[config.mk]
export PLATFORM = sky130hd
export DESIGN_NAME = rv_alu_arb
export DESIGN_NICKNAME = d
export VERILOG_FILES = /design/src/rtl/rv_alu_arb.sv
export SDC_FILE = /design/constraint.sdc
export NUM_CORES = 1
export LEC_CHECK = 0
export ABC_AREA = 0
export CAP_MARGIN = 15
export CORE_MARGIN = 2
export CORE_UTILIZATION = 40
export CTS_CLUSTER_DIAMETER = 150
export DETAILED_ROUTE_END_ITERATION = 8
export GPL_TIMING_DRIVEN = 0
export PLACE_DENSITY = 0.92
export SYNTH_ARGS = -nofsm -noshare
export SYNTH_HDL_FRONTEND = slang
export SYNTH_SLANG_ARGS = --single-unit
[constraint.sdc]
create_clock -name clk -period 1.5 [get_ports clk]
set_input_delay 0.15 -clock clk [delete_from_list [all_inputs] [get_ports clk]]
set_output_delay 0.15 -clock clk [all_outputs]
set_load 0.02 [all_outputs]
[src/rtl/rv_alu_arb.sv]
// rtl/rv_alu_arb.sv - two-port arbiter and 2-stage issue sequencer for the shared ALU
// Optional macro ALU_ARB_RR_EN: round-robin on ties; otherwise port 0 has fixed priority.
module rv_alu_arb #(
  parameter int XLEN = 32
) (
  input  logic            clk,
  input  logic            rst_n,
  input  logic            req0_valid,
  output logic            req0_ready,
  input  logic [3:0]      req0_op,
  input  logic [XLEN-1:0] req0_a,
  input  logic [XLEN-1:0] req0_b,
  input  logic            req1_valid,
  output logic            req1_ready,
  input  logic [3:0]      req1_op,
  input  logic [XLEN-1:0] req1_a,
  input  logic [XLEN-1:0] req1_b,
  output logic [3:0]      alu_op,
  output logic [XLEN-1:0] alu_a,
  output logic [XLEN-1:0] alu_b,
  input  logic [XLEN-1:0] alu_result,
  input  logic            alu_zero,
  output logic            resp0_valid,
  output logic [XLEN-1:0] resp0_result,
  output logic            resp0_zero,
  output logic            resp0_err,
  output logic            resp1_valid,
  output logic [XLEN-1:0] resp1_result,
  output logic            resp1_zero,
  output logic            resp1_err
);

  localparam logic [3:0] OP_ADD = 4'b0010;

  function automatic logic op_legal(input logic [3:0] op);
    case (op)
      4'b0000, 4'b0001, 4'b0010, 4'b0110, 4'b0111, 4'b1100: op_legal = 1'b1;
      default:                                               op_legal = 1'b0;
    endcase
  endfunction

  logic grant0, grant1, prio0, accept;

`ifdef ALU_ARB_RR_EN
  // last_grant_q = 1 means port 1 was granted last, so port 0 wins the next tie
  logic last_grant_q, last_grant_d;

  always_comb begin
    last_grant_d = last_grant_q;
    if (grant0)      last_grant_d = 1'b0;
    else if (grant1) last_grant_d = 1'b1;
  end

  always_ff @(posedge clk) begin
    if (!rst_n) last_grant_q <= 1'b1;
    else        last_grant_q <= last_grant_d;
  end

  assign prio0 = last_grant_q;
`else
  assign prio0 = 1'b1;
`endif

  always_comb begin
    grant0 = 1'b0;
    grant1 = 1'b0;
    if (rst_n) begin
      if (req0_valid && (!req1_valid || prio0)) grant0 = 1'b1;
      else if (req1_valid)                      grant1 = 1'b1;
    end
  end

  assign accept     = grant0 | grant1;
  assign req0_ready = grant0;
  assign req1_ready = grant1;

  // Stage 1: operand/opcode registers feeding the ALU
  logic [3:0]      alu_op_q, alu_op_d;
  logic [XLEN-1:0] alu_a_q, alu_a_d, alu_b_q, alu_b_d;
  logic            s1_valid_q, s1_valid_d, s1_port_q, s1_port_d, s1_err_q, s1_err_d;
  logic [3:0]      sel_op;

  always_comb begin
    sel_op     = grant1 ? req1_op : req0_op;
    alu_op_d   = alu_op_q;
    alu_a_d    = alu_a_q;
    alu_b_d    = alu_b_q;
    s1_valid_d = 1'b0;
    s1_port_d  = s1_port_q;
    s1_err_d   = s1_err_q;
    if (accept) begin
      alu_op_d   = op_legal(sel_op) ? sel_op : OP_ADD;
      alu_a_d    = grant1 ? req1_a : req0_a;
      alu_b_d    = grant1 ? req1_b : req0_b;
      s1_valid_d = 1'b1;
      s1_port_d  = grant1;
      s1_err_d   = ~op_legal(sel_op);
    end
  end

  always_ff @(posedge clk) begin
    if (!rst_n) begin
      alu_op_q   <= '0;
      alu_a_q    <= '0;
      alu_b_q    <= '0;
      s1_valid_q <= 1'b0;
      s1_port_q  <= 1'b0;
      s1_err_q   <= 1'b0;
    end else begin
      alu_op_q   <= alu_op_d;
      alu_a_q    <= alu_a_d;
      alu_b_q    <= alu_b_d;
      s1_valid_q <= s1_valid_d;
      s1_port_q  <= s1_port_d;
      s1_err_q   <= s1_err_d;
    end
  end

  // Stage 2: capture ALU output into the owning port's response registers
  logic            r0_valid_q, r0_valid_d, r0_zero_q, r0_zero_d, r0_err_q, r0_err_d;
  logic            r1_valid_q, r1_valid_d, r1_zero_q, r1_zero_d, r1_err_q, r1_err_d;
  logic [XLEN-1:0] r0_result_q, r0_result_d, r1_result_q, r1_result_d;

  always_comb begin
    r0_valid_d  = s1_valid_q & ~s1_port_q;
    r1_valid_d  = s1_valid_q &  s1_port_q;
    r0_result_d = r0_result_q;
    r0_zero_d   = r0_zero_q;
    r0_err_d    = r0_err_q;
    r1_result_d = r1_result_q;
    r1_zero_d   = r1_zero_q;
    r1_err_d    = r1_err_q;
    if (r0_valid_d) begin
      r0_result_d = alu_result;
      r0_zero_d   = alu_zero;
      r0_err_d    = s1_err_q;
    end
    if (r1_valid_d) begin
      r1_result_d = alu_result;
      r1_zero_d   = alu_zero;
      r1_err_d    = s1_err_q;
    end
  end

  always_ff @(posedge clk) begin
    if (!rst_n) begin
      r0_valid_q  <= 1'b0;
      r0_result_q <= '0;
      r0_zero_q   <= 1'b0;
      r0_err_q    <= 1'b0;
      r1_valid_q  <= 1'b0;
      r1_result_q <= '0;
      r1_zero_q   <= 1'b0;
      r1_err_q    <= 1'b0;
    end else begin
      r0_valid_q  <= r0_valid_d;
      r0_result_q <= r0_result_d;
      r0_zero_q   <= r0_zero_d;
      r0_err_q    <= r0_err_d;
      r1_valid_q  <= r1_valid_d;
      r1_result_q <= r1_result_d;
      r1_zero_q   <= r1_zero_d;
      r1_err_q    <= r1_err_d;
    end
  end

  assign alu_op       = alu_op_q;
  assign alu_a        = alu_a_q;
  assign alu_b        = alu_b_q;
  assign resp0_valid  = r0_valid_q;
  assign resp0_result = r0_result_q;
  assign resp0_zero   = r0_zero_q;
  assign resp0_err    = r0_err_q;
  assign resp1_valid  = r1_valid_q;
  assign resp1_result = r1_result_q;
  assign resp1_zero   = r1_zero_q;
  assign resp1_err    = r1_err_q;

endmodule

======== Word-level counts from Yosys, hierarchy flattened ========
Cells that the tools add are included.
word-level totals
  flip-flop bits (word level) ............. 141
  latch bits .............................. 0
  RAM bits ................................ 0
  bits in read-only memories .............. 0
  logic and storage cells ................. 38
  memories kept ........................... 0
operators by class
  add/sub/neg operators ................... 0
  multiply operators ...................... 0
  div/mod/pow operators ................... 0
  magnitude comparators ................... 0
  equal/unequal tests ..................... 5
  shifts and indexed selects .............. 0
  muxes and demuxes ....................... 12
  bitwise operators ....................... 5
  reductions and logical operators ........ 2
operator list
  operator                                                                count
  32-bit 2-to-1 mux                                                       2
  4-bit by 3-bit equality test with 1-bit output (second input constant)  2
  1-bit 2-to-1 mux                                                        8
  4-bit 2-to-1 mux                                                        2
  6-bit OR reduction                                                      1
  4-bit by 1-bit equality test with 1-bit output (second input constant)  1
  4-bit by 2-bit equality test with 1-bit output (second input constant)  1
  4-bit equality test (second input constant)                             1
  4-bit zero test                                                         1
  1-bit bitwise AND                                                       2
  1-bit inverter                                                          2
  1-bit OR                                                                1

======== Longest topological paths before layout ========
  word-level depth ........................ 9
  gate-level depth with buffers ........... 7

======== Worst setup path after synthesis ========
No wires, ideal clock.
  path type ............................... input to register
  start point ............................. in req0_valid
  end point ............................... reg alu_op_q[3], in the netlist alu_op[3]
  arrival ................................. 0.967 ns
  required time ........................... 1.377 ns
  slack ................................... 0.410 ns
  stages on the path ...................... 6
  path buffers ............................ 1
  cells stage by stage .................... buf_4 -> nand3b_4 -> inv_2 -> nor2_1 -> a221oi_1 -> nor2_1
between the ends
  word-level cells in the longest chain between the ends .. 8
  elaborated cells between the ends (all ways) .. 16
  classes of those cells .................. eq/ne (5); mux (8); bitwise (1); reduce/logical (2)
ends and longest elaborated chain
  element                                                                       line  RTL
  from (decl)                                                                   8     input logic req0_valid,
  1-bit 2-to-1 mux (*)                                                          68    if (req0_valid && (!req1_valid || prio0)) grant0 = 1'b1;
  1-bit 2-to-1 mux (*)                                                          67    if (rst_n) begin
  net req1_ready                                                                14    output logic req1_ready,
  4-bit 2-to-1 mux                                                              84    sel_op = grant1 ? req1_op : req0_op;
  4-bit by 1-bit equality test with 1-bit output, or another cell as far along  36    case (op)
  6-bit OR reduction                                                            36
  1-bit 2-to-1 mux                                                              36
  1-bit 2-to-1 mux                                                              91    if (accept) begin
  4-bit 2-to-1 mux                                                              92    alu_op_d = op_legal(sel_op) ? sel_op : OP_ADD;
  to (signal assigned)                                                          110   alu_op_q <= alu_op_d;
  to (decl)                                                                     78    logic [3:0] alu_op_q, alu_op_d;
Mark *: on every way through the listed nets, which the timed path passes. The rest lies on a longest branch. The select of a mux whose other input is x is not followed.
A chain may end at the register's enable or synchronous reset.

======== Worst setup path in the final report ========
  start point ............................. in rst_n
  end point ............................... out req1_ready
between the ends
  word-level cells in the longest chain between the ends .. 1
ends and longest elaborated chain
  element           line  RTL
  from (decl)       7     input logic rst_n,
  1-bit 2-to-1 mux  67
  to (decl)         14
No other way between the ends.

==> run_results.csv <==
group,metric,value,unit
placement,placed_cell_areas,0.00940,sq mm
pwr,peakVddDrop,0.720,mV
drt,drt_pre_antenna_iters,4,
setup_path,worst-setup-path-type,"input port to output pin",
timing,maxSlewViolCount,0,
setup_path,setup.worst_path.start,"rst_n",
grt,grtUsageTotal,0.245,
grt,grt_start_max_net_pins,20,
clock_tree,ctsRootBufferMaster,"sky130_fd_sc_hd__clkbuf_16",
drt,detail-route-antenna-nets,0,
timing,setup_viol,0,
yosys,synthArstFlopShare,0,
yosys,synth.ff_latch_count,141,
clock_tree,cts-buffers-inserted,17,
yosys,synthDistinctLibCells,34,
pwr,comb_power_share,0.171,
pwr,netSwitchingFraction,0.259,
clock_tree,insertion_delay,0.41,ns
placement,place_ws,-0.552,ns
final_layout,stdcell_count,1238,
setup_path,timing.reg2reg.setup_slack,0.15,ns
clock_tree,path_clk_slew,0.06,ns
timing,rsz0062_at_grt,"no",
final_layout,layout.nets,1208,
pwr,internal_power,0.00750,W
placement,dp_hpwl,15400,microns
status,result_of_the_run,"complete, no violations",
grt,global_route.usage.met1,0.265,
pwr,switching_power,0.00262,W
grt,grt_pass1_wl,30700,microns
yosys,yosys.area.top_type,"sky130_fd_sc_hd__dfxtp_1",
setup_path,path_max_fanout,8,
clock_tree,htreeDepth,4,
grt,globalRoute.busiestLayer,"met2",
die,die-area,0.0162,sq mm
min_path,holdCritStartpoint,"req0_valid",
setup_path,timing.critical_path.arrival,1.27,ns
grt,met3_usage,0.0829,
final_layout,final.fill_count,1239,
clock_tree,cts.sinks,141,
yosys,synth.avg_cell_area,8.57,sq um
yosys,syn_area,0.00607,sq mm
setup_path,timing.critical_path.to_type,"output pin",
die,initial_cell_density_of_the_core,0.404,
setup_path,critical_r2r_launch,"s1_port_q$_SDFFE_PN0P_",
flow_run,maxCapViolCount,0,
drt,viasPerCell,4.92,
timing,clock_skew,0.00680,ns
yosys,synth.yosys.seq_area_share,0.465,
placement,numPlacedInstances,1205,
yosys,synth_fp_nets,881,
placement,globalplace.congestion,0.866,
timing,final_critical_path_required_period,1.42,ns
clock_tree,cts-root-to-sink-buffers,2,
yosys,yosysTopAreaCellShare,0.465,
die,dieWidth,127,microns
timing,worst-slew-pin-transition,0.546,ns
grt,grt_pass1_vias,5851,
pwr,power_leakage,4.50,nW
grt,antenna_found_initial,2,
clock_tree,tritoncts,"done",
die,core_area,0.0150,sq mm
setup_path,worst_ep_required_time,1.35,ns
drt,detailroute.via_count,6092,
drt,first_iter_violations,288,
grt,gr-usage-met2,0.439,
pwr,pwr_density_cell,1030,mW/mm^2
timing,timing.final.hold_violations,0,
yosys,synth.area.top_cells,"sky130_fd_sc_hd__dfxtp_1 (47%), sky130_fd_sc_hd__nand2_1 (13%), sky130_fd_sc_hd__mux2i_1 (11%)",
grt,grt_overflow,0,
die,top_level_ports,313,
timing,slew_headroom,0.636,
pwr,share_clk_of_total_power,0.429,
min_path,hold_path_class,"input port to register",
timing,final_worst_setup_slack,0.0835,ns
timing,final_min_period_over_clock_period,0.944,
drt,drc_errors,0,
pwr,seq_power_share,0.400,
yosys,synth_edf_count,0,
timing,hold-worst-slack,0.150,ns
drt,drt_wl_total,20100,microns
final_layout,area_growth,62.1,%
drt,drt-wirelength-per-cell,16.3,microns
final_layout,post_route_cell_area,0.00984,sq mm
final_layout,drive_gt1_frac,0.0639,
die,placementRows,45,
setup_path,critical_path.startpoint_type,"input port",
yosys,synthesis.yosys.warnings,0,
yosys,postSynth.topFlopCell,"sky130_fd_sc_hd__dfxtp_1",
yosys,post_synth_inst_count,708,
placement,place.port_buffers,309,
timing,timing.fmax,706,MHz
die,die_y,127,microns
## area by class of cell
type	count	area [sq um]	area share
buffer	53	297	0.0301
inverter	4	15.0	0.00153
tap	188	235	0.0239
clock inverter	13	161	0.0164
antenna	2	5.00	0.000509
sequential	141	2820	0.287
clock buffer	19	443	0.0450
timing repair buffer	309	2920	0.297
multi-input combinational	509	2940	0.298
## worst paths after layout
check                                                      to  cells after the start
worst min-delay path                   alu_op[0]$_SDFFE_PN0P_                      3
worst max register to register   resp1_result[6]$_SDFFE_PN0P_                      4
worst max-delay path                               req1_ready                      4
worst min register to register  resp1_result[10]$_SDFFE_PN0P_                      2
## cells in the final DEF, fill, tap and decap left out, types with 3 or more instances in the layout
cell | netlist | routed
sky130_fd_sc_hd__clkinvlp_4 | 0 | 4
sky130_fd_sc_hd__nor2_1 | 9 | 9
sky130_fd_sc_hd__mux2i_1 | 65 | 65
sky130_fd_sc_hd__and2_1 | 67 | 67
sky130_fd_sc_hd__clkdlybuf4s50_1 | 0 | 170
sky130_fd_sc_hd__clkbuf_16 | 0 | 17
sky130_fd_sc_hd__nand3b_1 | 4 | 4
sky130_fd_sc_hd__inv_6 | 0 | 3
sky130_fd_sc_hd__buf_6 | 2 | 3
sky130_fd_sc_hd__dfxtp_1 | 141 | 141
sky130_fd_sc_hd__nand2_1 | 204 | 204
sky130_fd_sc_hd__a21boi_0 | 68 | 68
sky130_fd_sc_hd__buf_4 | 7 | 6
sky130_fd_sc_hd__clkinv_2 | 0 | 3
sky130_fd_sc_hd__o21ai_0 | 71 | 71
sky130_fd_sc_hd__bufinv_16 | 0 | 3
sky130_fd_sc_hd__dlygate4sd2_1 | 0 | 138
sky130_fd_sc_hd__inv_1 | 3 | 3
sky130_fd_sc_hd__clkbuf_1 | 25 | 23
sky130_fd_sc_hd__buf_2 | 18 | 18
## routing by layer
metal	part of all wire	wire length [microns]
met5	0	0
met4	0.023	459
met3	0.075	1500
met2	0.51	10300
met1	0.39	7840
## sequential cells by signal, indices dropped and copies added (netlist names)
register      count
alu_a            32
alu_b            32
alu_op            4
resp0_err         1
resp0_result     32
resp0_valid       1
resp0_zero        1
resp1_err         1
resp1_result     32
resp1_valid       1
resp1_zero        1
s1_err_q          1
s1_port_q         1
s1_valid_q        1
## cells in the mapped netlist (3+ instances only)
cell / n
sky130_fd_sc_hd__nor2_1: 9
sky130_fd_sc_hd__o21ai_0: 71
sky130_fd_sc_hd__dfxtp_1: 141
sky130_fd_sc_hd__buf_4: 7
sky130_fd_sc_hd__nand2_1: 204
sky130_fd_sc_hd__and2_1: 67
sky130_fd_sc_hd__mux2i_1: 65
sky130_fd_sc_hd__clkbuf_1: 25
sky130_fd_sc_hd__a21boi_0: 68
sky130_fd_sc_hd__nand3b_1: 4
sky130_fd_sc_hd__buf_2: 18
sky130_fd_sc_hd__inv_1: 3
## metrics by stage
stage / setup TNS, ns / power, W / util
2_1_floorplan: 0 / 0.00494 / -
3_5_place_dp: -0.585 / 0.00599 / 0.625
5_1_grt: 0 / 0.0105 / 0.654
6_report: 0 / 0.0101 / 0.654
3_3_place_gp: -0.555 / 0.00596 / 0.625
4_1_cts: 0 / 0.0102 / 0.654
## cells by family (layout without fill, tap and decap cells)
kind of cell	count (synthesis)	after routing	share of synthesized area
multiplexers	65	65	0.107
buffers and inverters	58	398	0.0509
AO/OA/AOI/OAI	149	149	0.156
XOR/XNOR	2	2	0.00289
AND/OR/NAND/NOR	293	293	0.218
other	0	2	0
flip-flops	141	141	0.465
## worst max-delay path, cell delays in order
cell and delay, ns:
sky130_fd_sc_hd__buf_2 0.23, sky130_fd_sc_hd__nand3b_4 0.15, sky130_fd_sc_hd__inv_2 0.11, sky130_fd_sc_hd__clkdlybuf4s50_1 0.62
## power by group through the flow
stage / clock network, W / logic, W / registers [W]
6_report: 0.00434 / 0.00173 / 0.00405
3_3_place_gp: 0 / 0.00183 / 0.00413
3_5_place_dp: 0 / 0.00186 / 0.00413
4_1_cts: 0.00439 / 0.00174 / 0.00405
5_1_grt: 0.00458 / 0.00187 / 0.00407
2_1_floorplan: 0 / 0.000585 / 0.00436
## what timing repair did
action | CTS | global route
gates resized for setup | 140 | 3
hold endpoints to repair | 0 | 0
cloned | 0 | 0
endpoints found under the setup margin | 138 | 2
setup buffers | 0 | 0
hold buffers | 0 | 0
Note: power is estimated with default switching activity, not from simulation.
